### src/rtl/mem_io_arbiter.sv
// Two-master (CPU / UART loader) arbiter onto one memory port and a LED/switch IO pair.
// Round-robin on ties; each granted access runs IDLE -> ACCESS -> [WAIT] -> DONE.
module mem_io_arbiter #(
    parameter int unsigned MEM_LATENCY = 1,
    parameter logic [31:0] LED_ADDR    = 32'hFFFFFC60,
    parameter logic [31:0] SW_ADDR     = 32'hFFFFFC70
) (
    input  logic        clock,
    input  logic        reset,
    input  logic        c_req,
    input  logic        c_we,
    input  logic [31:0] c_addr,
    input  logic [31:0] c_wdata,
    output logic        c_ack,
    input  logic        u_req,
    input  logic        u_we,
    input  logic [31:0] u_addr,
    input  logic [31:0] u_wdata,
    output logic        u_ack,
    output logic [31:0] rdata,
    output logic        mem_en,
    output logic        mem_we,
    output logic [31:0] mem_addr,
    output logic [31:0] mem_wdata,
    input  logic [31:0] mem_rdata,
    output logic        led_cs,
    output logic        sw_cs,
    output logic [15:0] io_wdata,
    input  logic [15:0] io_rdata,
    output logic        busy,
    output logic        owner
);

    typedef enum logic [1:0] {
        IDLE,
        ACCESS,
        WAIT,
        DONE
    } state_t;

    localparam logic [2:0] LAST = 3'(MEM_LATENCY - 1);

    state_t      state;
    state_t      state_nxt;
    logic        prio_u;
    logic        lat_we;
    logic [31:0] lat_addr;
    logic [31:0] lat_wdata;
    logic [2:0]  cnt;
    logic        gnt_c;
    logic        gnt_u;
    logic        is_io;
    logic        is_last;
    logic        in_access;

    // prio_u set means the loader wins the next tie
    assign gnt_c     = (state == IDLE) && c_req && (!u_req || !prio_u);
    assign gnt_u     = (state == IDLE) && u_req && (!c_req || prio_u);
    assign is_io     = (lat_addr[31:10] == 22'h3FFFFF);
    assign is_last   = (cnt == LAST);
    assign in_access = (state == ACCESS);

    always_comb begin
        state_nxt = state;
        unique case (state)
            IDLE:    if (gnt_c || gnt_u) state_nxt = ACCESS;
            ACCESS:  state_nxt = (!lat_we && !is_io) ? WAIT : DONE;
            WAIT:    if (is_last) state_nxt = DONE;
            DONE:    state_nxt = IDLE;
            default: state_nxt = IDLE;
        endcase
    end

    always_ff @(posedge clock or negedge reset) begin
        if (!reset) state <= IDLE;
        else        state <= state_nxt;
    end

    always_ff @(posedge clock or negedge reset) begin
        if (!reset) begin
            owner     <= 1'b0;
            prio_u    <= 1'b0;
            lat_we    <= 1'b0;
            lat_addr  <= '0;
            lat_wdata <= '0;
            cnt       <= '0;
            rdata     <= '0;
        end else begin
            if (gnt_c || gnt_u) begin
                owner     <= gnt_u;
                prio_u    <= gnt_c;
                lat_we    <= gnt_u ? u_we    : c_we;
                lat_addr  <= gnt_u ? u_addr  : c_addr;
                lat_wdata <= gnt_u ? u_wdata : c_wdata;
            end
            if (in_access) begin
                cnt <= '0;
                if (!lat_we && is_io)
                    rdata <= (lat_addr == SW_ADDR) ? {16'h0, io_rdata} : 32'h0;
            end
            if (state == WAIT) begin
                cnt <= cnt + 3'd1;
                if (is_last) rdata <= mem_rdata;
            end
        end
    end

    assign busy      = (state != IDLE);
    assign mem_en    = in_access && !is_io;
    assign mem_we    = in_access && !is_io && lat_we;
    assign led_cs    = in_access && is_io && lat_we && (lat_addr == LED_ADDR);
    assign sw_cs     = in_access && is_io && !lat_we && (lat_addr == SW_ADDR);
    assign mem_addr  = lat_addr;
    assign mem_wdata = lat_wdata;
    assign io_wdata  = lat_wdata[15:0];
    assign c_ack     = (state == DONE) && !owner;
    assign u_ack     = (state == DONE) && owner;

endmodule

### config.mk
export PLATFORM = sky130hd
export DESIGN_NAME = mem_io_arbiter
export DESIGN_NICKNAME = d
export VERILOG_FILES = /design/src/rtl/mem_io_arbiter.sv
export SDC_FILE = /design/constraint.sdc
export NUM_CORES = 1
export LEC_CHECK = 0
export ABC_AREA = 1
export ABC_CLOCK_PERIOD_IN_PS = 4600
export BUFFER_PORTS_ARGS = -buffer_cell sky130_fd_sc_hd__buf_4
export CORE_MARGIN = 5
export CORE_UTILIZATION = 34
export CTS_CLUSTER_DIAMETER = 150
export DETAILED_ROUTE_END_ITERATION = 16
export GPL_TIMING_DRIVEN = 0
export PLACE_DENSITY = 0.73
export SKIP_LAST_GASP = 1
export SLEW_MARGIN = 10
export SYNTH_ARGS = -nofsm -noshare
export SYNTH_HDL_FRONTEND = slang
export SYNTH_SLANG_ARGS = --single-unit
### constraint.sdc
create_clock -name clock -period 4.6 [get_ports clock]
set_input_delay 0 -clock clock [delete_from_list [all_inputs] [get_ports clock]]
set_output_delay 0 -clock clock [all_outputs]
set_load 0.01 [all_outputs]
==> impl_summary.txt <==
----------------------------------------------------
[Final layout]
  Number of nets in the finished design ... 1365
  Count of inserted antenna diode cells ... 0
  Post-route cell area ... 9540 um^2
  Top library cells by usage in the layout, fill and taps aside ... 317 x sky130_fd_sc_hd__buf_4, 200 x sky130_fd_sc_hd__nand2_1, 117 x sky130_fd_sc_hd__dlygate4sd3_1
  Area added between synthesis and finish ... 71.3%
  Layout cells sized above 1 ... 0.306
  Commonest non-fill, non-tap cell in the layout ... sky130_fd_sc_hd__buf_4

[Synthesis]
  Number of unique standard cell types used by synthesis ... 28
  Ranking of synthesized cells by area ... sky130_fd_sc_hd__dfrtp_1 47%, sky130_fd_sc_hd__nand2_1 13%, sky130_fd_sc_hd__nand3_1 8.9%, sky130_fd_sc_hd__o21ai_0 6.5%, sky130_fd_sc_hd__inv_1 6.4%
  Share of the synthesized area in the top cell type ... 0.467
  Syn Inst Count ... 747
  Cell taking the most area after synthesis ... sky130_fd_sc_hd__dfrtp_1
  Number of warnings reported in the yosys synthesis log ... 0
  Register area share after synthesis ... 0.467
  Flip-flop and latch count after synthesis ... 104
  Mean instance size in the synthesized netlist ... 7.45 um^2
  Post-synth design cell area ... 5570 um^2
  Synthesized net count ... 936

[Pwr]
  Post-layout power ... 0.00546 W
  Fraction of power consumed by sequential logic ... 0.315
  Sw Pwr ... 0.00222 W
  Proportion of power drawn by combinational gates ... 0.554
  P_int ... 0.00324 W
  Power per cell area ... 572 nW/um^2
  VDD IR-drop max ... 0.333 mV
  Proportion of power drawn by the clock network ... 0.130
  Net switching fraction of the power ... 0.407
  Static leakage power ... 5.19 nW

[Floorplanning]
  Overall die width ... 138 um
  Top-Level Pins ... 302
  Die area ... 19000 um^2
  Die Y-Extent ... 138 um
  Effective utilization at floorplan ... 0.348
  Placement row count ... 46
  Placeable core area ... 16000 um^2

[Place]
  Placed Area ... 8100 um^2
  Detail Placement HPWL ... 16.0 mm
  Input/output buffers ... 301
  Weighted congestion at the end of routability-driven global placement ... 0.808
  Pre-CTS setup slack ... 2.51 ns

[Clock tree]
  Clock net sink count ... 104
  Buffer count from post-CTS setup fixing ... 0
  Maximum clock path buffer count ... 2
  Clock transition at the registers of the reported paths ... 0.07 ns
  Clock buffer count from CTS ... 9
  CTS resizes ... 0
  TritonCTS clock tree ... done
  Clk Tree Root Cell ... sky130_fd_sc_hd__clkbuf_16
  Clk Latency, worst-skew pair ... 0.35 ns
  Deepest level of the CTS H-tree ... 3

[STA]
  RSZ-0062 raised after global routing ... no
  Final number of max-transition violations ... 0
  Least-Margin Pin Slew ... 0.949 ns
  Final worst path period need ... 2.51 ns
  Normalized max-slew margin ... 0.367
  Final worst hold slack ... 0.0102 ns
  Fmax ... 398 MHz
  Final hold violation count ... 0
  Final TNS setup ... 0 ns
  Worst path setup slack after routing ... 2.09 ns
  Period utilization ... 0.547
  Clock tree skew after final layout ... 0.00758 ns
  Final count of negative-setup-slack endpoints ... 0

[Global routing]
  All-Layer GR Usage ... 0.229
  Via count of the first global-routing pass ... 6648
  Overflow left after global routing ... 0
  Number of antenna violations at the first check in global routing ... 0
  Pin count of the biggest net entering global routing ... 105
  First-pass GRT wire length ... 33.8 mm

[Setup path]
  Arr. time, crit path ... 2.80 ns
  Count of cells along the worst register-to-register path ... 8
  Setup crit start kind ... flop
  Largest fanout on the critical path ... 10
  Setup slack of the worst register-to-register path ... 2.09 ns
  CP Data Required Time ... 4.89 ns
  Crit Path Class ... reg2reg
  Type of destination of the critical path ... flop

[Drt]
  Overall via count from detail_route ... 6487
  Per-cell via count in the routed design ... 4.65
  Initial DRC count ... 314
  Antenna Nets Post-Route ... 0
  DRC Markers ... 0
  Detailed-route wire length ... 22.0 mm
  Wire length per cell ... 15.8 um
  Number of iterations in the first detailed-routing pass ... 5

[Hold path]
  HP Class ... in2reg
  Hold Path Depth ... 5

[Outcome]
  Result of the run ... finished, final reports clean

[Run]
  Maxcap violations ... 0

----------------------------------------------------
flip-flops by register name, summed over array words and instances (netlist names):
name and count:
rdata 32, cnt 3, owner 1, lat_we 1, prio_u 1, mem_addr 32, state 2, mem_wdata 32
stage by stage:
step	std cells	util
after CTS	1395	0.596
final	1395	0.596
after global routing	1395	0.596
after global placement	1264	0.506
after floorplan	747	-
after detailed placement	1264	0.506
critical path: stages, from the launching register on:
cell and delay, ns:
sky130_fd_sc_hd__dfrtp_1 0.39, sky130_fd_sc_hd__inv_1 0.11, sky130_fd_sc_hd__ha_1 0.28, sky130_fd_sc_hd__nand3_1 0.20, sky130_fd_sc_hd__buf_2 0.29, sky130_fd_sc_hd__clkbuf_1 0.45, sky130_fd_sc_hd__o21ai_1 0.10, sky130_fd_sc_hd__dlygate4sd3_1 0.58
sky130_fd_sc_hd__nand2_1 0.07
power by group through the flow:
stage	registers, W	logic [W]	clock network, W
after detailed placement	0.00172	0.00280	0
final	0.00172	0.00303	0.000712
after global placement	0.00171	0.00275	0
after global routing	0.00177	0.00336	0.000769
after CTS	0.00171	0.00303	0.000732
after floorplan	0.00186	0.00127	0
cell usage after synthesis:
master and instances:
sky130_fd_sc_hd__dfrtp_1 104, sky130_fd_sc_hd__nor4_1 1, sky130_fd_sc_hd__xor2_1 1, sky130_fd_sc_hd__o21ai_0 72
sky130_fd_sc_hd__nor2_4 3, sky130_fd_sc_hd__nand4_2 1, sky130_fd_sc_hd__nor2_8 1, sky130_fd_sc_hd__clkbuf_1 28
sky130_fd_sc_hd__inv_2 4, sky130_fd_sc_hd__nor3_2 1, sky130_fd_sc_hd__nand2_2 1, sky130_fd_sc_hd__nor2_1 18
sky130_fd_sc_hd__and2_1 1, sky130_fd_sc_hd__ha_1 7, sky130_fd_sc_hd__nor2_2 3, sky130_fd_sc_hd__nand2_1 200
sky130_fd_sc_hd__buf_4 17, sky130_fd_sc_hd__nand2_4 1, sky130_fd_sc_hd__buf_6 2, sky130_fd_sc_hd__a21oi_1 5
sky130_fd_sc_hd__inv_1 95, sky130_fd_sc_hd__nand3_1 99, sky130_fd_sc_hd__o22ai_1 1, sky130_fd_sc_hd__o21ai_1 65
sky130_fd_sc_hd__nand3_2 1, sky130_fd_sc_hd__buf_2 12, sky130_fd_sc_hd__nand4_1 2, sky130_fd_sc_hd__buf_1 1
path summary, 6_finish.rpt:
| kind | startpoint | end |
|---|---|---|
| max | state[0] | mem_wdata[16] |
| min | io_rdata[14] | rdata[14] |
| max reg2reg | state[0] | mem_wdata[16] |
| min reg2reg | rdata[28] | rdata[28] |
| max in group asynchronous | reset | mem_wdata[5] |
| min in group asynchronous | reset | rdata[9] |
logic make-up (layout without fill, tap and decap cells):
family,count (synthesis),count (layout),share of synthesized area
xor+xnor,1,1,0.00157
flops,104,104,0.467
simple gates,333,333,0.262
buf+inv,159,591,0.124
fa+ha+maj,7,7,0.0157
compound gates,143,143,0.129
repair_timing:
item / 4_1_cts / 5_1_grt
endpoints found under the hold margin: 201 / 0
endpoints found under the setup margin: 0 / 0
hold buffers: 117 / 0
layout make-up:
type | count | area, um^2
timing repair buffer | 418 | 3430
tap | 216 | 270
fill | 1393 | 6460
inverter | 99 | 372
multi-input combinational | 484 | 2270
clock inverter | 3 | 20.0
sequential | 104 | 2600
buffer | 60 | 319
clock buffer | 11 | 243
layer usage:
metal / vias to the layer above / track usage / part of all wire
met5: - / 0 / 0
met1: 2973 / 0.265 / 0.39
met3: 45 / 0.0646 / 0.082
met4: 0 / 0.0779 / 0.030
li1: 3215 / - / -
met2: 254 / 0.407 / 0.50
Power figures use the tool's default switching activity.
